## src/rtl/cfg_seq_pkg.sv

```systemverilog
// Shared types and constants for the I2C sensor configuration sequencer.
// LUT entries are {reg addr[15:0], data[7:0]}.
package cfg_seq_pkg;

  typedef enum logic [2:0] {
    S_IDLE,
    S_PWRUP,
    S_FETCH,
    S_ISSUE,
    S_WAIT,
    S_SETTLE,
    S_DONE,
    S_FAIL
  } state_t;

  localparam int ADDR_MSB = 23;
  localparam int ADDR_LSB = 8;
  localparam int DATA_MSB = 7;

  localparam logic [15:0] SWRST_ADDR_DEF = 16'h0103;

  // Width holding 0..n-1, never below one bit.
  function automatic int cnt_w(input int n);
    return (n > 1) ? $clog2(n) : 1;
  endfunction

endpackage

```

## src/rtl/i2c_cfg_sequencer_if.sv

```systemverilog
// Register-write request channel between the sequencer and the I2C engine.
// done is a one-cycle pulse; nack is only meaningful with done.
interface i2c_cfg_sequencer_if;

  logic        req;
  logic [15:0] addr;
  logic [7:0]  wdata;
  logic        done;
  logic        nack;

  modport master (
    output req, addr, wdata,
    input  done, nack
  );

  modport slave (
    input  req, addr, wdata,
    output done, nack
  );

endinterface

```

## src/rtl/cfg_delay_cnt.sv

```systemverilog
// Loadable saturating down-counter; tc is high while the count is zero.
// Loading N-1 gives a tc on the N-th cycle after the load edge.
module cfg_delay_cnt #(
  parameter int W = 4
) (
  input  logic         clk,
  input  logic         rst,
  input  logic         load,
  input  logic [W-1:0] load_val,
  output logic         tc
);

  logic [W-1:0] cnt;

  always_ff @(posedge clk) begin
    if (rst)
      cnt <= '0;
    else if (load)
      cnt <= load_val;
    else if (cnt != '0)
      cnt <= cnt - W'(1);
  end

  assign tc = (cnt == '0);

endmodule

```

## src/rtl/i2c_cfg_sequencer.sv

```systemverilog
// Walks the sensor config LUT and issues each entry as an I2C register
// write, with power-up wait, soft-reset settle, timeout and retries.
module i2c_cfg_sequencer
  import cfg_seq_pkg::*;
#(
  parameter int          IDX_W          = 9,
  parameter int          PWRUP_CYCLES   = 20000,
  parameter logic [15:0] SWRST_ADDR     = SWRST_ADDR_DEF,
  parameter int          SWRST_CYCLES   = 10000,
  parameter int          TIMEOUT_CYCLES = 65535,
  parameter int          MAX_RETRY      = 3
) (
  input  logic                 clk,
  input  logic                 rst,
  input  logic                 start,
  output logic [IDX_W-1:0]     lut_index,
  input  logic [23:0]          lut_data,
  input  logic [IDX_W-1:0]     lut_size,
  i2c_cfg_sequencer_if.master  i2c,
  output logic                 busy,
  output logic                 cfg_done,
  output logic                 cfg_fail,
  output logic [IDX_W-1:0]     fail_index
);

  localparam int PW = cnt_w(PWRUP_CYCLES);
  localparam int SW = cnt_w(SWRST_CYCLES);
  localparam int TW = cnt_w(TIMEOUT_CYCLES);
  localparam int RW = cnt_w(MAX_RETRY + 1);
  localparam logic [RW-1:0]    RMAX = RW'(MAX_RETRY);
  localparam logic [IDX_W-1:0] ONE  = IDX_W'(1);

  state_t            state, state_n;
  logic [IDX_W-1:0]  idx_n, fidx_n;
  logic [15:0]       addr_n;
  logic [7:0]        wdata_n;
  logic              req_n, busy_n, done_n, fail_n;
  logic [RW-1:0]     retry, retry_n;
  logic              ld_pwr, ld_set, ld_to, adv;
  logic              pwr_tc, set_tc, to_tc;

  cfg_delay_cnt #(.W(PW)) u_pwr (
    .clk, .rst, .load(ld_pwr),
    .load_val(PW'(PWRUP_CYCLES - 1)), .tc(pwr_tc)
  );

  cfg_delay_cnt #(.W(SW)) u_set (
    .clk, .rst, .load(ld_set),
    .load_val(SW'(SWRST_CYCLES - 1)), .tc(set_tc)
  );

  cfg_delay_cnt #(.W(TW)) u_to (
    .clk, .rst, .load(ld_to),
    .load_val(TW'(TIMEOUT_CYCLES - 1)), .tc(to_tc)
  );

  always_ff @(posedge clk) begin
    if (rst) begin
      state      <= S_IDLE;
      lut_index  <= '0;
      i2c.req    <= 1'b0;
      i2c.addr   <= '0;
      i2c.wdata  <= '0;
      busy       <= 1'b0;
      cfg_done   <= 1'b0;
      cfg_fail   <= 1'b0;
      fail_index <= '0;
      retry      <= '0;
    end else begin
      state      <= state_n;
      lut_index  <= idx_n;
      i2c.req    <= req_n;
      i2c.addr   <= addr_n;
      i2c.wdata  <= wdata_n;
      busy       <= busy_n;
      cfg_done   <= done_n;
      cfg_fail   <= fail_n;
      fail_index <= fidx_n;
      retry      <= retry_n;
    end
  end

  always_comb begin
    state_n = state;
    idx_n   = lut_index;
    req_n   = i2c.req;
    addr_n  = i2c.addr;
    wdata_n = i2c.wdata;
    busy_n  = busy;
    done_n  = cfg_done;
    fail_n  = cfg_fail;
    fidx_n  = fail_index;
    retry_n = retry;
    ld_pwr  = 1'b0;
    ld_set  = 1'b0;
    ld_to   = 1'b0;
    adv     = 1'b0;

    unique case (state)
      S_IDLE, S_DONE, S_FAIL: begin
        if (start) begin
          state_n = S_PWRUP;
          done_n  = 1'b0;
          fail_n  = 1'b0;
          busy_n  = 1'b1;
          idx_n   = '0;
          ld_pwr  = 1'b1;
        end
      end
      S_PWRUP: begin
        if (pwr_tc)
          state_n = (lut_size == '0) ? S_DONE : S_FETCH;
      end
      S_FETCH: begin
        addr_n  = lut_data[ADDR_MSB:ADDR_LSB];
        wdata_n = lut_data[DATA_MSB:0];
        retry_n = '0;
        state_n = S_ISSUE;
      end
      S_ISSUE: begin
        req_n   = 1'b1;
        ld_to   = 1'b1;
        state_n = S_WAIT;
      end
      S_WAIT: begin
        // done is checked first so it wins over a same-cycle timeout
        if (i2c.done && !i2c.nack) begin
          req_n = 1'b0;
          if (i2c.addr == SWRST_ADDR) begin
            ld_set  = 1'b1;
            state_n = S_SETTLE;
          end else begin
            adv = 1'b1;
          end
        end else if (i2c.done || to_tc) begin
          req_n = 1'b0;
          if (retry < RMAX) begin
            retry_n = retry + RW'(1);
            state_n = S_ISSUE;
          end else begin
            fidx_n  = lut_index;
            state_n = S_FAIL;
          end
        end
      end
      S_SETTLE: begin
        if (set_tc)
          adv = 1'b1;
      end
      default: state_n = S_IDLE;
    endcase

    if (adv) begin
      if (lut_index == lut_size - ONE) begin
        state_n = S_DONE;
      end else begin
        idx_n   = lut_index + ONE;
        state_n = S_FETCH;
      end
    end

    if (state_n == S_DONE) begin
      done_n = 1'b1;
      busy_n = 1'b0;
    end
    if (state_n == S_FAIL) begin
      fail_n = 1'b1;
      busy_n = 1'b0;
      req_n  = 1'b0;
    end
  end

endmodule

```

## src/flat_wrapper.sv

```systemverilog
// flat-port wrapper written by rule: the top's interface ports become plain ports
module i2c_cfg_sequencer_flat import cfg_seq_pkg::*;
#(
  parameter int          IDX_W          = 9,
  parameter int          PWRUP_CYCLES   = 20000,
  parameter logic [15:0] SWRST_ADDR     = SWRST_ADDR_DEF,
  parameter int          SWRST_CYCLES   = 10000,
  parameter int          TIMEOUT_CYCLES = 65535,
  parameter int          MAX_RETRY      = 3
)
  (clk, rst, start, lut_index, lut_data, lut_size, busy, cfg_done, cfg_fail, fail_index, i2c_req, i2c_addr, i2c_wdata, i2c_done, i2c_nack);
  i2c_cfg_sequencer_if i2c_i ();
  input  logic clk;
  input  logic rst;
  input  logic start;
  output logic [IDX_W-1:0] lut_index;
  input  logic [23:0] lut_data;
  input  logic [IDX_W-1:0] lut_size;
  output logic busy;
  output logic cfg_done;
  output logic cfg_fail;
  output logic [IDX_W-1:0] fail_index;
  output wire logic [$bits(i2c_i.req)-1:0] i2c_req;
  output wire logic [$bits(i2c_i.addr)-1:0] i2c_addr;
  output wire logic [$bits(i2c_i.wdata)-1:0] i2c_wdata;
  input wire logic [$bits(i2c_i.done)-1:0] i2c_done;
  input wire logic [$bits(i2c_i.nack)-1:0] i2c_nack;
  assign i2c_req = i2c_i.req;
  assign i2c_addr = i2c_i.addr;
  assign i2c_wdata = i2c_i.wdata;
  assign i2c_i.done = i2c_done;
  assign i2c_i.nack = i2c_nack;
  i2c_cfg_sequencer #(.IDX_W(IDX_W), .PWRUP_CYCLES(PWRUP_CYCLES), .SWRST_ADDR(SWRST_ADDR), .SWRST_CYCLES(SWRST_CYCLES), .TIMEOUT_CYCLES(TIMEOUT_CYCLES), .MAX_RETRY(MAX_RETRY)) u_core (.clk(clk), .rst(rst), .start(start), .lut_index(lut_index), .lut_data(lut_data), .lut_size(lut_size), .i2c(i2c_i), .busy(busy), .cfg_done(cfg_done), .cfg_fail(cfg_fail), .fail_index(fail_index));
endmodule
```

## config.mk

```make
export PLATFORM = sky130hd
export DESIGN_NAME = i2c_cfg_sequencer_flat
export DESIGN_NICKNAME = d
export VERILOG_FILES = /design/src/rtl/cfg_seq_pkg.sv /design/src/rtl/i2c_cfg_sequencer_if.sv /design/src/rtl/cfg_delay_cnt.sv /design/src/rtl/i2c_cfg_sequencer.sv /design/src/flat_wrapper.sv
export SDC_FILE = /design/constraint.sdc
export NUM_CORES = 1
export LEC_CHECK = 0
export CAP_MARGIN = 20
export CORE_UTILIZATION = 50
export DETAILED_ROUTE_END_ITERATION = 8
export PLACE_DENSITY = 0.75
export SETUP_SLACK_MARGIN = 0.2
export SYNTH_ARGS = -nofsm -noshare
export SYNTH_HDL_FRONTEND = slang
export SYNTH_HIERARCHICAL = 1
export SYNTH_SLANG_ARGS = --single-unit
```

## constraint.sdc

```tcl
create_clock -name clk -period 3.6 [get_ports clk]
set_clock_uncertainty 0.1 [all_clocks]
set_input_delay 0.72 -clock clk [delete_from_list [all_inputs] [get_ports clk]]
set_output_delay 0.72 -clock clk [all_outputs]
set_load 0.01 [all_outputs]
```

==> metrics <==
RSZ-0062 raised after global routing=no; met2 GRT Util=a little under two fifths; Core Area=roughly 10,000 sq um; reg-to-reg endpoint=u_core/cfg_done; post-synthesis simple-gate area fraction=between 30% and 40%; DP Wirelength=between 8 and 9 mm; run status=finished, final reports clean; Post-Syn Instances=between 600 and 700; router iterations before antenna repair=6; Hold Path Sink=u_core/retry[1]; Clock Tree Buf Depth=2; hold path start=u_core/retry[1]; Routed Antenna Nets=0; Tightest Hold Check Type=register to register; CTS Sinks=96; I/O Pins=84; DRC viols=0; ys flop type=dfxtp_1; WL per Instance=about 14 um; initial antenna violation count=0; number of global-route vias before repair=approximately 4,700; leakage=2.47 nW; Seq/Total Area, Yosys=between 30% and 40%; FP Rows=37; r2r setup slk=about 0.40 ns; Max-slew headroom=~36%; maxcap violations=0; switching power=~1.5 mW; fmax=around 310 MHz; drt total wl=roughly 13 mm; met1 Resource Use GR=about 29%; Pins Over Slew Limit=0; gpl congestion=around 0.83; root buf cell=clkbuf_8; share of layout cells above drive strength 1=10.7%; crit path max fanout=5; Die Ht=approximately 110 um; hold_buf cts=0; clock power share=about a fifth; fraction of registers with async set/reset=0%; crit path launch type=register; worst r2r src=u_core/u_to/cnt[0]; yosys warns=6; total gr overflow=0; CTS tree=yes; main combinational cell family by area after synthesis=simple AND/OR/NAND/NOR gates; Yosys reg bits=96; crit end category=register; routed vias/inst=~5.5; GRT Max-Usage Layer=met2; Worst VDD drop=around 310 uV; Final #Nets=a little over 800; Setup Viol. Count Final=0; GRT met3 Usage=around 5.3%; gr usage total=23.1%; CTS H-tree lvls=3; Post-synth EDFFs=0; Int Power=roughly 2.3 mW; CTS Buf Count=9; Switching Share=just under 40%; part of the cycle the worst path needs=about 89%; Post-CTS Setup Bufs=0; die area=around 11,000 sq um; count of input and output buffers=83; Sequential Power Share=between 30% and 40%; Cell Area, Synth=5410 sq um; detailed-route via count=4,960; post-synth cell types=83; post-synthesis mux area share=under 10%; Crit path arrival time=~3.4 ns; Starting Density=about half; die width=106 um; number of failing hold endpoints at the final stage=0; worst slew pin tran=around 0.95 ns; min Tclk post-route=between 3 and 4 ns; Pwr Density=approximately 580 nW/um^2; crit path kind=register to register; Tot Pwr=roughly 3.9 mW; fill count=912; Synth Area in Compound Gates=18.2%; Post-Synth Adder-Cell Area=around 1.4%; Combinational Power Share=41.9%; antenna cell count=0; first-pass GRT wire length=21.2 mm; Post-Syn Area per Cell=8.32 sq um; Hold Crit Depth=2; DR iter-0 viols=about 260; Worst-path clk slew=0.10 ns; Final TNS setup=0 ns; r2r worst-path depth=11; hold slack=0.365 ns; CP required=about 3.8 ns; worst skew pair latency=about 0.38 ns; largest net degree at the start of global routing=just over 80; synthesized-area fraction occupied by xor and xnor cells=slightly above 6%; Area growth syn-to-layout=23.7%
per-layer routing:
metal / vias up / part of all wire (%)
met5: - / 0
met4: 0 / 1.7
met3: 16 / 5.8
met2: 134 / 46
met1: 2289 / 46
li1: 2521 / -
placed cells by master (no fill, tap or decap), types with 5 or more instances in the layout:
master             n
nand2_1          104
dfxtp_1           96
clkdlybuf4s50_1   82
a21oi_1           53
conb_1            50
nor2_1            37
nor3_1            31
xnor2_1           24
inv_1             20
o21ai_0           19
xor2_1            14
nor4_1            12
o21ai_2           12
nand2b_1          11
mux2i_1           11
nand3_1           10
clkbuf_8           9
or3_1              8
nor4b_1            8
nor3b_1            7
o22ai_1            7
nand4_1            7
buf_4              7
and3_1             6
nor2b_1            6
ha_1               6
o21ai_1            6
o31a_1             5
or4_4              5
how the worst max path moves through the flow:
stage | slack [ns] | startpoint | end | cells after the start
after floorplan | 0.64 | u_core/u_to/cnt[0] | u_core/cfg_done | 11
after global routing | 0.23 | u_core/u_to/cnt[0] | u_core/cfg_done | 11
after CTS | 0.32 | u_core/u_to/cnt[0] | u_core/cfg_done | 11
final | 0.40 | u_core/u_to/cnt[0] | u_core/cfg_done | 11
after detailed placement | 0.24 | lut_size[0] | u_core/lut_index[3] | 9
after global placement | 0.34 | lut_size[0] | u_core/lut_index[8] | 9
cells in the mapped netlist (10+ instances only):
library cell  number  share of area (%)
o21ai_0           20                1.8
a21oi_1           53                4.9
dfxtp_1           96                 35
inv_1             20                1.4
o21ai_2           11                1.8
nand3_1           10               0.92
nand2b_1          11                1.3
clkbuf_1          25                1.7
xor2_1            14                2.3
nor3_1            31                2.9
nor4_1            12                1.4
nor2_1            38                2.6
xnor2_1           24                3.9
mux2i_1           11                2.0
nand2_1          104                7.2
stage by stage:
step	area, sq um	util (%)	cells	setup WS (ns)
after global placement	6490	62.3	893	0.338
final	6700	64.3	909	0.399
after CTS	6690	64.3	909	0.318
after floorplan	5590	-	699	0.637
after global routing	6700	64.3	909	0.232
after detailed placement	6490	62.3	893	0.235
logic make-up (layout without fill, tap and decap cells):
group | count (synthesis) | count (layout)
flip-flops | 96 | 96
other | 2 | 50
AO/OA/AOI/OAI | 145 | 145
buffers and inverters | 53 | 127
AND/OR/NAND/NOR | 293 | 293
multiplexers | 18 | 18
XOR/XNOR | 38 | 38
adder cells (fa/ha/maj) | 6 | 6
critical path, cell delays in order, from the launching register on:
cell and delay [ns]:
dfxtp_1 0.34, inv_1 0.09, ha_1 0.20, or3b_2 0.53, or4_4 0.59, nor2_2 0.16
mux2_2 0.21, nand2_1 0.05, o21ai_0 0.21, o21ai_2 0.10, o31a_1 0.32, o41ai_2 0.20
what timing repair did:
action | in CTS | in global routing
gates resized for setup | 0 | 3
endpoints found under the setup margin | 0 | 4
hold endpoints to repair | 0 | 0
state kept, by name, summed over array words and instances (netlist names):
| name | flops |
|---|---|
| u_core/i2c.wdata | 8 |
| u_core/i2c.addr | 16 |
| u_core/cfg_done | 1 |
| u_core/retry | 2 |
| u_core/busy | 1 |
| u_core/lut_index | 9 |
| u_core/u_to/cnt | 16 |
| u_core/cfg_fail | 1 |
| u_core/state | 3 |
| u_core/u_pwr/cnt | 15 |
| u_core/u_set/cnt | 14 |
| u_core/fail_index | 9 |
| u_core/i2c.req | 1 |
layout make-up:
type | instances | area [sq um] | share of cell area, %
clock buffers | 9 | 124 | 1.85
flip-flops and latches | 96 | 1920 | 28.7
multi-input cells | 550 | 3430 | 51.2
well taps | 136 | 170 | 2.54
clock inverters | 7 | 78.8 | 1.18
repair buffers | 91 | 898 | 13.4
inverters | 20 | 75.1 | 1.12
power by group through the flow:
stage | combinational (mW) | sequential [mW] | clock (mW)
floorplan | 1.35 | 1.46 | 0
global placement | 1.55 | 1.51 | 0
detailed placement | 1.60 | 1.52 | 0
CTS | 1.61 | 1.50 | 0.759
global route | 1.81 | 1.54 | 0.802
finish | 1.61 | 1.51 | 0.733
(Power assumes the default switching activity.)
